**src/rtl/hilo_pkg.sv**
```systemverilog
// Shared definitions for the HI/LO accumulate unit: default half width,
// accumulate op encodings, accumulator word type and the sequencer states.
package hilo_pkg;

  localparam int HILO_DW = 32;

  localparam logic ACC_ADD = 1'b0;
  localparam logic ACC_SUB = 1'b1;

  typedef logic [2*HILO_DW-1:0] acc_word_t;

  typedef enum logic {
    ST_IDLE = 1'b0,
    ST_BUSY = 1'b1
  } hilo_state_e;

  function automatic logic is_sub(input logic op);
    return op == ACC_SUB;
  endfunction

endpackage

```
**src/rtl/hilo_split_add.sv**
```systemverilog
// Combinational DW-bit adder with carry in/out; one instance per accumulate
// stage so the 2*DW-bit add is split across two cycles.
module hilo_split_add #(
  parameter int DW = 32
) (
  input  logic [DW-1:0] a,
  input  logic [DW-1:0] b,
  input  logic          cin,
  output logic [DW-1:0] sum,
  output logic          cout
);

  logic [DW:0] full;

  always_comb begin
    full = {1'b0, a} + {1'b0, b} + {{DW{1'b0}}, cin};
    sum  = full[DW-1:0];
    cout = full[DW];
  end

endmodule

```
**src/rtl/hilo_acc_unit.sv**
```systemverilog
// HI/LO register pair with per-half direct writes and a 2-stage cancellable
// MADD/MSUB accumulate path. Define HILO_BYPASS_EN to add hi_fwd/lo_fwd.
module hilo_acc_unit
  import hilo_pkg::*;
#(
  parameter int DW = HILO_DW
) (
  input  logic          clk,
  input  logic          rst,
  input  logic          we_hi,
  input  logic          we_lo,
  input  logic [DW-1:0] hi_i,
  input  logic [DW-1:0] lo_i,
  input  logic          acc_valid,
  input  logic          acc_sub,
  input  logic [2*DW-1:0] acc_i,
  output logic          acc_ready,
  input  logic          acc_flush,
  output logic          busy,
  output logic          acc_done,
  output logic [DW-1:0] hi_o,
  output logic [DW-1:0] lo_o
`ifdef HILO_BYPASS_EN
  ,
  output logic [DW-1:0] hi_fwd,
  output logic [DW-1:0] lo_fwd
`endif
);

  hilo_state_e   state_q, state_d;
  logic [DW-1:0] hi_q, hi_d;
  logic [DW-1:0] lo_q, lo_d;
  logic          s1_sub_q, s1_sub_d;
  logic [DW:0]   s1_lo_sum_q, s1_lo_sum_d;
  logic [DW-1:0] s1_hi_op_q, s1_hi_op_d;
  logic          acc_done_q, acc_done_d;

  logic          direct_wr;
  logic          issue;
  logic          commit;
  logic          sub_op;
  logic [DW-1:0] op_lo;
  logic [DW-1:0] op_hi;
  logic [DW-1:0] lo_sum;
  logic          lo_cout;
  logic [DW-1:0] hi_sum;
  logic          hi_cout;
  logic          unused_ok;

  assign busy      = (state_q == ST_BUSY);
  assign direct_wr = we_hi | we_lo;
  assign acc_ready = ~busy & ~direct_wr & ~acc_flush;
  assign issue     = acc_valid & acc_ready;
  assign commit    = busy & ~acc_flush & ~direct_wr;

  // Subtraction is two's complement: invert the operand, inject +1 at the LO carry-in.
  assign sub_op = is_sub(acc_sub);
  assign op_lo  = sub_op ? ~acc_i[DW-1:0]    : acc_i[DW-1:0];
  assign op_hi  = sub_op ? ~acc_i[2*DW-1:DW] : acc_i[2*DW-1:DW];

  hilo_split_add #(.DW(DW)) u_add_lo (
    .a    (lo_q),
    .b    (op_lo),
    .cin  (sub_op),
    .sum  (lo_sum),
    .cout (lo_cout)
  );

  hilo_split_add #(.DW(DW)) u_add_hi (
    .a    (hi_q),
    .b    (s1_hi_op_q),
    .cin  (s1_lo_sum_q[DW]),
    .sum  (hi_sum),
    .cout (hi_cout)
  );

  // Result wraps modulo 2^(2*DW); the final carry and stored op are not needed downstream.
  assign unused_ok = ^{hi_cout, s1_sub_q};

  always_comb begin
    state_d     = state_q;
    hi_d        = hi_q;
    lo_d        = lo_q;
    s1_sub_d    = s1_sub_q;
    s1_lo_sum_d = s1_lo_sum_q;
    s1_hi_op_d  = s1_hi_op_q;
    acc_done_d  = 1'b0;

    case (state_q)
      ST_IDLE: begin
        if (issue) begin
          state_d     = ST_BUSY;
          s1_sub_d    = acc_sub;
          s1_lo_sum_d = {lo_cout, lo_sum};
          s1_hi_op_d  = op_hi;
        end
      end
      ST_BUSY: begin
        state_d = ST_IDLE;
        if (commit) begin
          hi_d       = hi_sum;
          lo_d       = s1_lo_sum_q[DW-1:0];
          acc_done_d = 1'b1;
        end
      end
    endcase

    // A direct write is younger than any in-flight accumulate and always wins.
    if (we_hi) hi_d = hi_i;
    if (we_lo) lo_d = lo_i;
  end

  always_ff @(posedge clk or negedge rst) begin
    if (!rst) begin
      state_q     <= ST_IDLE;
      hi_q        <= '0;
      lo_q        <= '0;
      s1_sub_q    <= ACC_ADD;
      s1_lo_sum_q <= '0;
      s1_hi_op_q  <= '0;
      acc_done_q  <= 1'b0;
    end else begin
      state_q     <= state_d;
      hi_q        <= hi_d;
      lo_q        <= lo_d;
      s1_sub_q    <= s1_sub_d;
      s1_lo_sum_q <= s1_lo_sum_d;
      s1_hi_op_q  <= s1_hi_op_d;
      acc_done_q  <= acc_done_d;
    end
  end

  assign hi_o     = hi_q;
  assign lo_o     = lo_q;
  assign acc_done = acc_done_q;

`ifdef HILO_BYPASS_EN
  // Only pending direct writes are forwarded; accumulate results are not.
  assign hi_fwd = we_hi ? hi_i : hi_q;
  assign lo_fwd = we_lo ? lo_i : lo_q;
`endif

endmodule

```
**config.mk**
```make
export PLATFORM = sky130hd
export DESIGN_NAME = hilo_acc_unit
export DESIGN_NICKNAME = d
export VERILOG_FILES = /design/src/rtl/hilo_pkg.sv /design/src/rtl/hilo_split_add.sv /design/src/rtl/hilo_acc_unit.sv
export SDC_FILE = /design/constraint.sdc
export NUM_CORES = 1
export LEC_CHECK = 0
export ABC_AREA = 1
export ABC_CLOCK_PERIOD_IN_PS = 2400
export CAP_MARGIN = 30
export CORE_MARGIN = 4
export CORE_UTILIZATION = 41
export CTS_CLUSTER_DIAMETER = 60
export DETAILED_ROUTE_END_ITERATION = 10
export GPL_TIMING_DRIVEN = 0
export PLACE_DENSITY_LB_ADDON = 0.25
export SLEW_MARGIN = 20
export SYNTH_ARGS = -nofsm -noshare
export SYNTH_HDL_FRONTEND = slang
export SYNTH_SLANG_ARGS = --single-unit
```
**constraint.sdc**
```tcl
create_clock -name clk -period 2.4 [get_ports clk]
set_input_delay 0.6 -clock clk [delete_from_list [all_inputs] [get_ports clk]]
set_output_delay 0.6 -clock clk [all_outputs]
set_load 0.005 [all_outputs]
```
==> results of run 1 <==
worst max-delay path, delay by kind of cell:
kind,cells,cell delay [ns]
xor gates and xnor gates,1,0.16
buffers and inverters,1,0.41
adders and majority gates,1,0.42
and+or+nand+nor,8,0.79
AOI/OAI and AO/OA,1,0.29
logic make-up after synthesis:
kind of cell               share of synthesized area (%)
AOI/OAI and AO/OA                                   13.9
xor gates and xnor gates                            7.26
adders and majority gates                           8.03
buffers and inverters                               10.3
DFF                                                 32.0
muxes                                              0.195
and+or+nand+nor                                     28.3
final timing paths:
kind / from / to / slack (ns) / cells after the start
max: acc_i[7] / s1_lo_sum_q[28] / 0.04 / 12
max in group asynchronous: rst / s1_lo_sum_q[8] / 1.59 / 2
min reg2reg: s1_lo_sum_q[21] / s1_lo_sum_q[21] / 0.48 / 2
min in group clk: s1_lo_sum_q[21] / s1_lo_sum_q[21] / 0.48 / 2
min: rst / s1_hi_op_q[8] / 0.04 / 1
max reg2reg: hi_o[0] / hi_o[26] / 0.13 / 12
repair_timing:
| action | CTS | global route |
|---|---|---|
| buffers inserted | 9 | 5 |
| pin swaps | 9 | 21 |
| resized for setup | 43 | 69 |
| endpoints found under the setup margin | 27 | 28 |
per-stage QoR:
| step | instances | instance area, sq um | setup slack [ns] | TNS [ns] | utilization, % |
|---|---|---|---|---|---|
| global placement | 2005 | 12700 | -4.61 | -614.71 | 51.8 |
| CTS | 2047 | 13500 | -0.000213 | -0.000213 | 55.4 |
| detailed placement | 2006 | 12700 | -0.743 | -13.97 | 51.9 |
| floorplan | 1483 | 10300 | 0.0174 | 0 | - |
| global route | 2052 | 13900 | -0.0121 | -0.0554 | 56.7 |
| finish | 2052 | 13900 | 0.0432 | 0 | 56.7 |
placed cells by master (no fill, tap or decap), types with 14 or more instances in the layout:
cell / synthesis / routed
nor2_1: 87 / 74
buf_4: 4 / 16
inv_1: 215 / 214
clkbuf_16: 0 / 17
xor2_1: 31 / 26
a21oi_2: 0 / 16
clkdlybuf4s50_1: 0 / 192
buf_2: 22 / 18
nand2_2: 6 / 21
o21ai_0: 40 / 36
o211ai_1: 28 / 28
a21oi_1: 67 / 50
ha_1: 61 / 46
nand2_1: 497 / 478
nand3_1: 80 / 76
o21ai_1: 52 / 54
dfrtp_1: 131 / 131
a22o_1: 14 / 14
xnor2_1: 54 / 53
routing by layer:
metal	global-route usage, %	wire length [microns]	vias up
met5	0	0	-
met3	4.12	1460	61
li1	-	-	5181
met4	9.25	1240	0
met1	31.1	15200	4792
met2	46.7	18100	248
cell type report:
type | instances | area (sq um) | area share, %
well taps | 324 | 405 | 2.92
clock inverters | 12 | 179 | 1.29
plain buffers | 41 | 274 | 1.98
multi-input cells | 1093 | 6320 | 45.6
repair buffers | 213 | 2140 | 15.4
inverters | 218 | 818 | 5.90
clock buffers | 20 | 447 | 3.22
flip-flops and latches | 131 | 3280 | 23.6
state kept, by name (all words and copies together), names as in the netlist:
name         count
acc_done         1
busy             1
hi_o            32
lo_o            32
s1_hi_op_q      32
s1_lo_sum_q     33
where the power goes:
group          switching, mW  internal, mW
Combinational           2.21          1.64
Clock                   1.11          1.77
Sequential             0.307          2.61
==> metrics.cfg, run 1 <==
[clock_tree]
cts_hold_buf = 0
clk_path_buf_depth = 2
htreeDepth = 4
cts_buffers = 17
root_buffer = clkbuf_16
cts_tree = built
cts.sink_count = 131
cts.reportedPaths.clkPinSlew_ns = 0.07
clk-insertion-delay-late_ns = 0.44

[setup_path]
path_cells = clkdlybuf4s50_1, xor2_1, ha_2, nand2_1, o21ai_2, nand2_1, nand3_2, nand2_2, nand2_1, nand2_1, nand3_1, nand2_1
critPathRequiredTime_ns = 2.73
cp_slowest_cell = ha_2
slowest_delay_ns = 0.42
path_class = in -> reg
critPathCaptureType = flip-flop
cpMostUsedCell = nand2_1
crit_path_max_fanout = 5
start_kind = primary input
worstPathArrival_ns = 2.68

[final_layout]
nFillCells = 2433
area_delta_synth_final_pct = 35.2
nNetsFinal = 1914
antenna_cells = 0
layout-drive-gt1-share_pct = 11.3

[floorplanning]
fp-row-count = 57
start_util_pct = 41.9
die_y_microns = 166
dieArea_sq_mm = 0.0276
num_io_pins = 202
die_x_microns = 166
core-area_sq_mm = 0.0245

[route]
vias = 10300
drtIter0Drc = 567
dr.pass1.iters = 5
vias_per_cell = 5.01
wl_microns = 36000
ant_nets = 0
routedWlPerCell_microns = 17.6
drc = 0

[timing]
fin_hold_ws_ns = 0.0353
fmax_ghz = 0.424
max-slew-margin-rel_pct = 43.9
fin_crit_sh_pct = 98.2
tightest_slew_ns = 0.841
rsz0062_at_grt = yes
finalSetupViolCount = 0
hold_violations = 0
skew_ns = 0.0126
period_needed_ns = 2.36
slew_viol_final = 0

[global_routing]
first_global_vias = 10600
grt_max_degree = 92
grt_antenna_before_repair = 0
grt_pass1_wl_microns = 56500
grt_use_total_pct = 25.8
overflow = 0

[outcome]
status = complete, no violations

[yosys]
synth-main-ff-cell = dfrtp_1
synth_most_common_cell = nand2_1
yosysTopAreaCell = dfrtp_1
yosysWarnings = 0
syn_nets = 1682
synth_edf_count = 0
yosysTopAreaCellShare_pct = 32.0
synth_seq_cells = 131
syn_area_sq_mm = 0.0103
avgSynthCellArea_sq_um = 6.91
ys_seq_area_share_pct = 32.0
syn_inst = 1483
async_flop_share_pct = 100
yosys-top-cells-count = nand2_1 (497), inv_1 (215), dfrtp_1 (131)
synth.area.top_cells = dfrtp_1 (32%), nand2_1 (18%), inv_1 (7.9%)
ys_types = 42

[pwr]
total_power_mw = 9.64
p_per_area_mw_per_mm2 = 696
ir_worst_vdd_v = 0.000386
p_leak_nw = 6.76

[hold_path]
timing.hold.worst.class = in -> async

[placement]
globalplace.congestion = 0.976
hpwlAfterDp_microns = 28800
io_buffers = 198

[flow_run]
maxCapViolations = 0

Power figures use the tool's default switching activity.
==> inputs of run 2 (changes only) <==
- CAP_MARGIN: 30 -> 25
==> results of run 2 <==
No change in the layout: final DEF, timing and power equal those of run 1.
==> inputs of run 3 (changes only) <==
- GPL_TIMING_DRIVEN: 0 -> unset
- MAX_ROUTING_LAYER: unset -> met4
==> run 3 against run 2 <==
Compared with the run above:
- clock-buffer cell count decreased by 3
- critical path depth down 6
- global-route usage increased by 0.64 points
- sequential power is essentially flat
- sequential share of layout area shrank 0.92 points
- die area did not move
- non-clock buffer count is 81 higher
- clock skew hardly changed
- combinational power increased by 8.1%
- power increased by 2.8%
- worst setup slack gained 0.022 ns
==> metrics.cfg, run 3 (synthesized netlist as in run 1, its figures left out) <==
[floorplanning]
fp-row-count = 57  ; unchanged
die_y_microns = 166  ; unchanged
start_util_pct = 41.9  ; unchanged
die_x_microns = 166  ; unchanged
core-area_sq_mm = 0.0245  ; unchanged
dieArea_sq_mm = 0.0276  ; unchanged
num_io_pins = 202  ; unchanged

[final_layout]
top_register = s1_lo_sum_q  ; unchanged
largest_reg_flops = 33  ; unchanged
nFillCells = 2333  ; was 2433
antenna_cells = 0  ; unchanged
seq_area_sq_mm = 0.00328  ; unchanged
final_cell_mix = nand2_1 (485), inv_1 (214), clkdlybuf4s50_1 (198)  ; was nand2_1 (478), inv_1 (214), clkdlybuf4s50_1 (192)
nNetsFinal = 1995  ; was 1914
layout_commonest_cell = nand2_1  ; unchanged
area_delta_synth_final_pct = 40.7  ; was 35.2%
layout-drive-gt1-share_pct = 14.2  ; was 11.3%
finalNonFillerCells = 2131  ; was 2052
multi_input_area_sq_mm = 0.00617  ; was 0.00632 sq mm

[pwr]
p_sw_share_pct = 37.2  ; was 37.6%
comb_power_share_pct = 41.9  ; was 39.8%
internal-power_mw = 6.22  ; was 6.02 mW
p_leak_nw = 7.20  ; was 6.76 nW
p_switching_mw = 3.69  ; was 3.63 mW
p_per_area_mw_per_mm2 = 687  ; was 696 mW/mm^2
seqPwrFrac_pct = 29.5  ; was 30.2%
total_power_mw = 9.91  ; was 9.64 mW
ir_worst_vdd_v = 0.000361  ; was 0.000386 V
pwr-share-clk_pct = 28.6  ; was 29.9%

[setup_path]
path_class = in -> out  ; was in -> reg
critPathCaptureType = output pin  ; was flip-flop
r2r_start = s1_hi_op_q[0]  ; was hi_o[0]
crit_path_max_fanout = 2  ; was 5
critPathRequiredTime_ns = 1.80  ; was 2.73 ns
start_kind = primary input  ; unchanged
r2r_slack_ns = 0.11  ; was 0.13 ns
setup.worst_path.start = we_hi  ; was acc_i[7]
worstPathArrival_ns = 1.73  ; was 2.68 ns

[timing]
rsz0062_at_grt = yes  ; unchanged
hold_violations = 0  ; unchanged
fmax_ghz = 0.428  ; was 0.424 GHz
max-slew-margin-rel_pct = 60.1  ; was 43.9%
fin_crit_sh_pct = 97.3  ; was 98.2%
finalSetupViolCount = 0  ; unchanged
slew_viol_final = 0  ; unchanged
skew_ns = 0.0122  ; was 0.0126 ns
tightest_slew_ns = 0.598  ; was 0.841 ns
period_needed_ns = 2.33  ; was 2.36 ns

[global_routing]
grt_pass1_wl_microns = 56900  ; was 56500 microns
grt_max_degree = 50  ; was 92
overflow = 0  ; unchanged
first_global_vias = 10700  ; was 10600
grt_antenna_before_repair = 0  ; unchanged
grt_use_total_pct = 26.5  ; was 25.8%

[route]
vias = 10500  ; was 10300
ant_nets = 0  ; unchanged
drc = 0  ; unchanged
wl_microns = 36000  ; about the same
dr.pass1.iters = 7  ; was 5
vias_per_cell = 4.95  ; was 5.01
routedWlPerCell_microns = 16.9  ; was 17.6 microns
drtIter0Drc = 650  ; was 567

[clock_tree]
root_buffer = clkbuf_16  ; unchanged
clk_path_buf_depth = 2  ; unchanged
cts_hold_buf = 0  ; unchanged
cts_buffers = 17  ; unchanged
htreeDepth = 4  ; unchanged
cts.sink_count = 131  ; unchanged
cts_tree = built  ; unchanged
cts.reportedPaths.clkPinSlew_ns = 0.06  ; was 0.07 ns
clk-insertion-delay-late_ns = 0.43  ; was 0.44 ns

[placement]
io_buffers = 201  ; was 198
hpwlAfterDp_microns = 28500  ; was 28800 microns
numPlacedInstances = 2094  ; was 2006
globalplace.congestion = 0.953  ; was 0.976

[flow_run]
maxCapViolations = 0  ; unchanged

[hold_path]
timing.hold.worst.class = in -> async  ; unchanged

[outcome]
status = complete, no violations  ; unchanged

-- run 3: critical path, cell delays in order --
cell and delay (ns):
clkdlybuf4s50_1 0.43, buf_4 0.17, nor2_4 0.10, inv_2 0.06, nor3_4 0.11, dlygate4sd2_1 0.26
-- run 3: per-layer routing --
| metal | vias to the layer above | share of wire, % | global-route usage (%) | wire length, microns |
|---|---|---|---|---|
| met4 | 0 | 2.4 | 6.85 | 864 |
| li1 | 5347 | - | - | - |
| met2 | 286 | 52 | 48.0 | 18700 |
| met3 | 50 | 3.9 | 3.45 | 1390 |
| met1 | 4860 | 42 | 30.9 | 15100 |
| met5 | - | 0 | - | 0 |
-- run 3: cell type report --
| type | count | area share (%) |
|---|---|---|
| Timing Repair Buffer | 335 | 21.8 |
| Multi-Input combinational cell | 1093 | 42.8 |
| Clock inverter | 13 | 1.28 |
| Tap cell | 324 | 2.81 |
| Inverter | 218 | 5.67 |
| Clock buffer | 17 | 2.95 |
| Sequential cell | 131 | 22.7 |
-- run 3: path summary, 6_finish.rpt --
check / to / depth (start not counted)
setup / recovery: acc_ready / 6
hold / removal: s1_hi_op_q[6] / 1
setup reg to reg: hi_o[10] / 12
hold reg to reg: s1_lo_sum_q[13] / 2
max in group asynchronous: s1_lo_sum_q[5] / 2
min in group clk: s1_lo_sum_q[13] / 2
-- run 3: timing repair --
action / in CTS / in global routing
gates resized for setup: 6 / 59
endpoints found under the setup margin: 9 / 28
endpoints found under the hold margin: 0 / 0
buffers inserted: 1 / 6
pin swaps: 1 / 15
-- run 3: power by group through the flow --
stage	sequential [mW]	combinational, mW	clock [mW]
3_5_place_dp	2.95	3.98	0
3_3_place_gp	2.95	3.95	0
5_1_grt	2.97	4.64	2.96
4_1_cts	2.92	4.02	2.86
2_1_floorplan	2.86	2.34	0
6_report	2.93	4.15	2.84
-- run 3: per-stage QoR --
| stage | utilization [%] | cell area (sq um) | TNS (ns) | hold slack, ns | setup slack (ns) |
|---|---|---|---|---|---|
| 2_1_floorplan | - | 10300 | 0 | 0.304 | 0.0174 |
| 3_3_place_gp | 55.3 | 13500 | -8.99 | 0.473 | -0.479 |
| 3_5_place_dp | 55.3 | 13500 | -9.45 | 0.470 | -0.450 |
| 4_1_cts | 57.9 | 14200 | 0 | 0.134 | 0.00547 |
| 5_1_grt | 59.0 | 14400 | -0.295 | 0.149 | -0.0873 |
| 6_report | 59.0 | 14400 | 0 | 0.117 | 0.0651 |
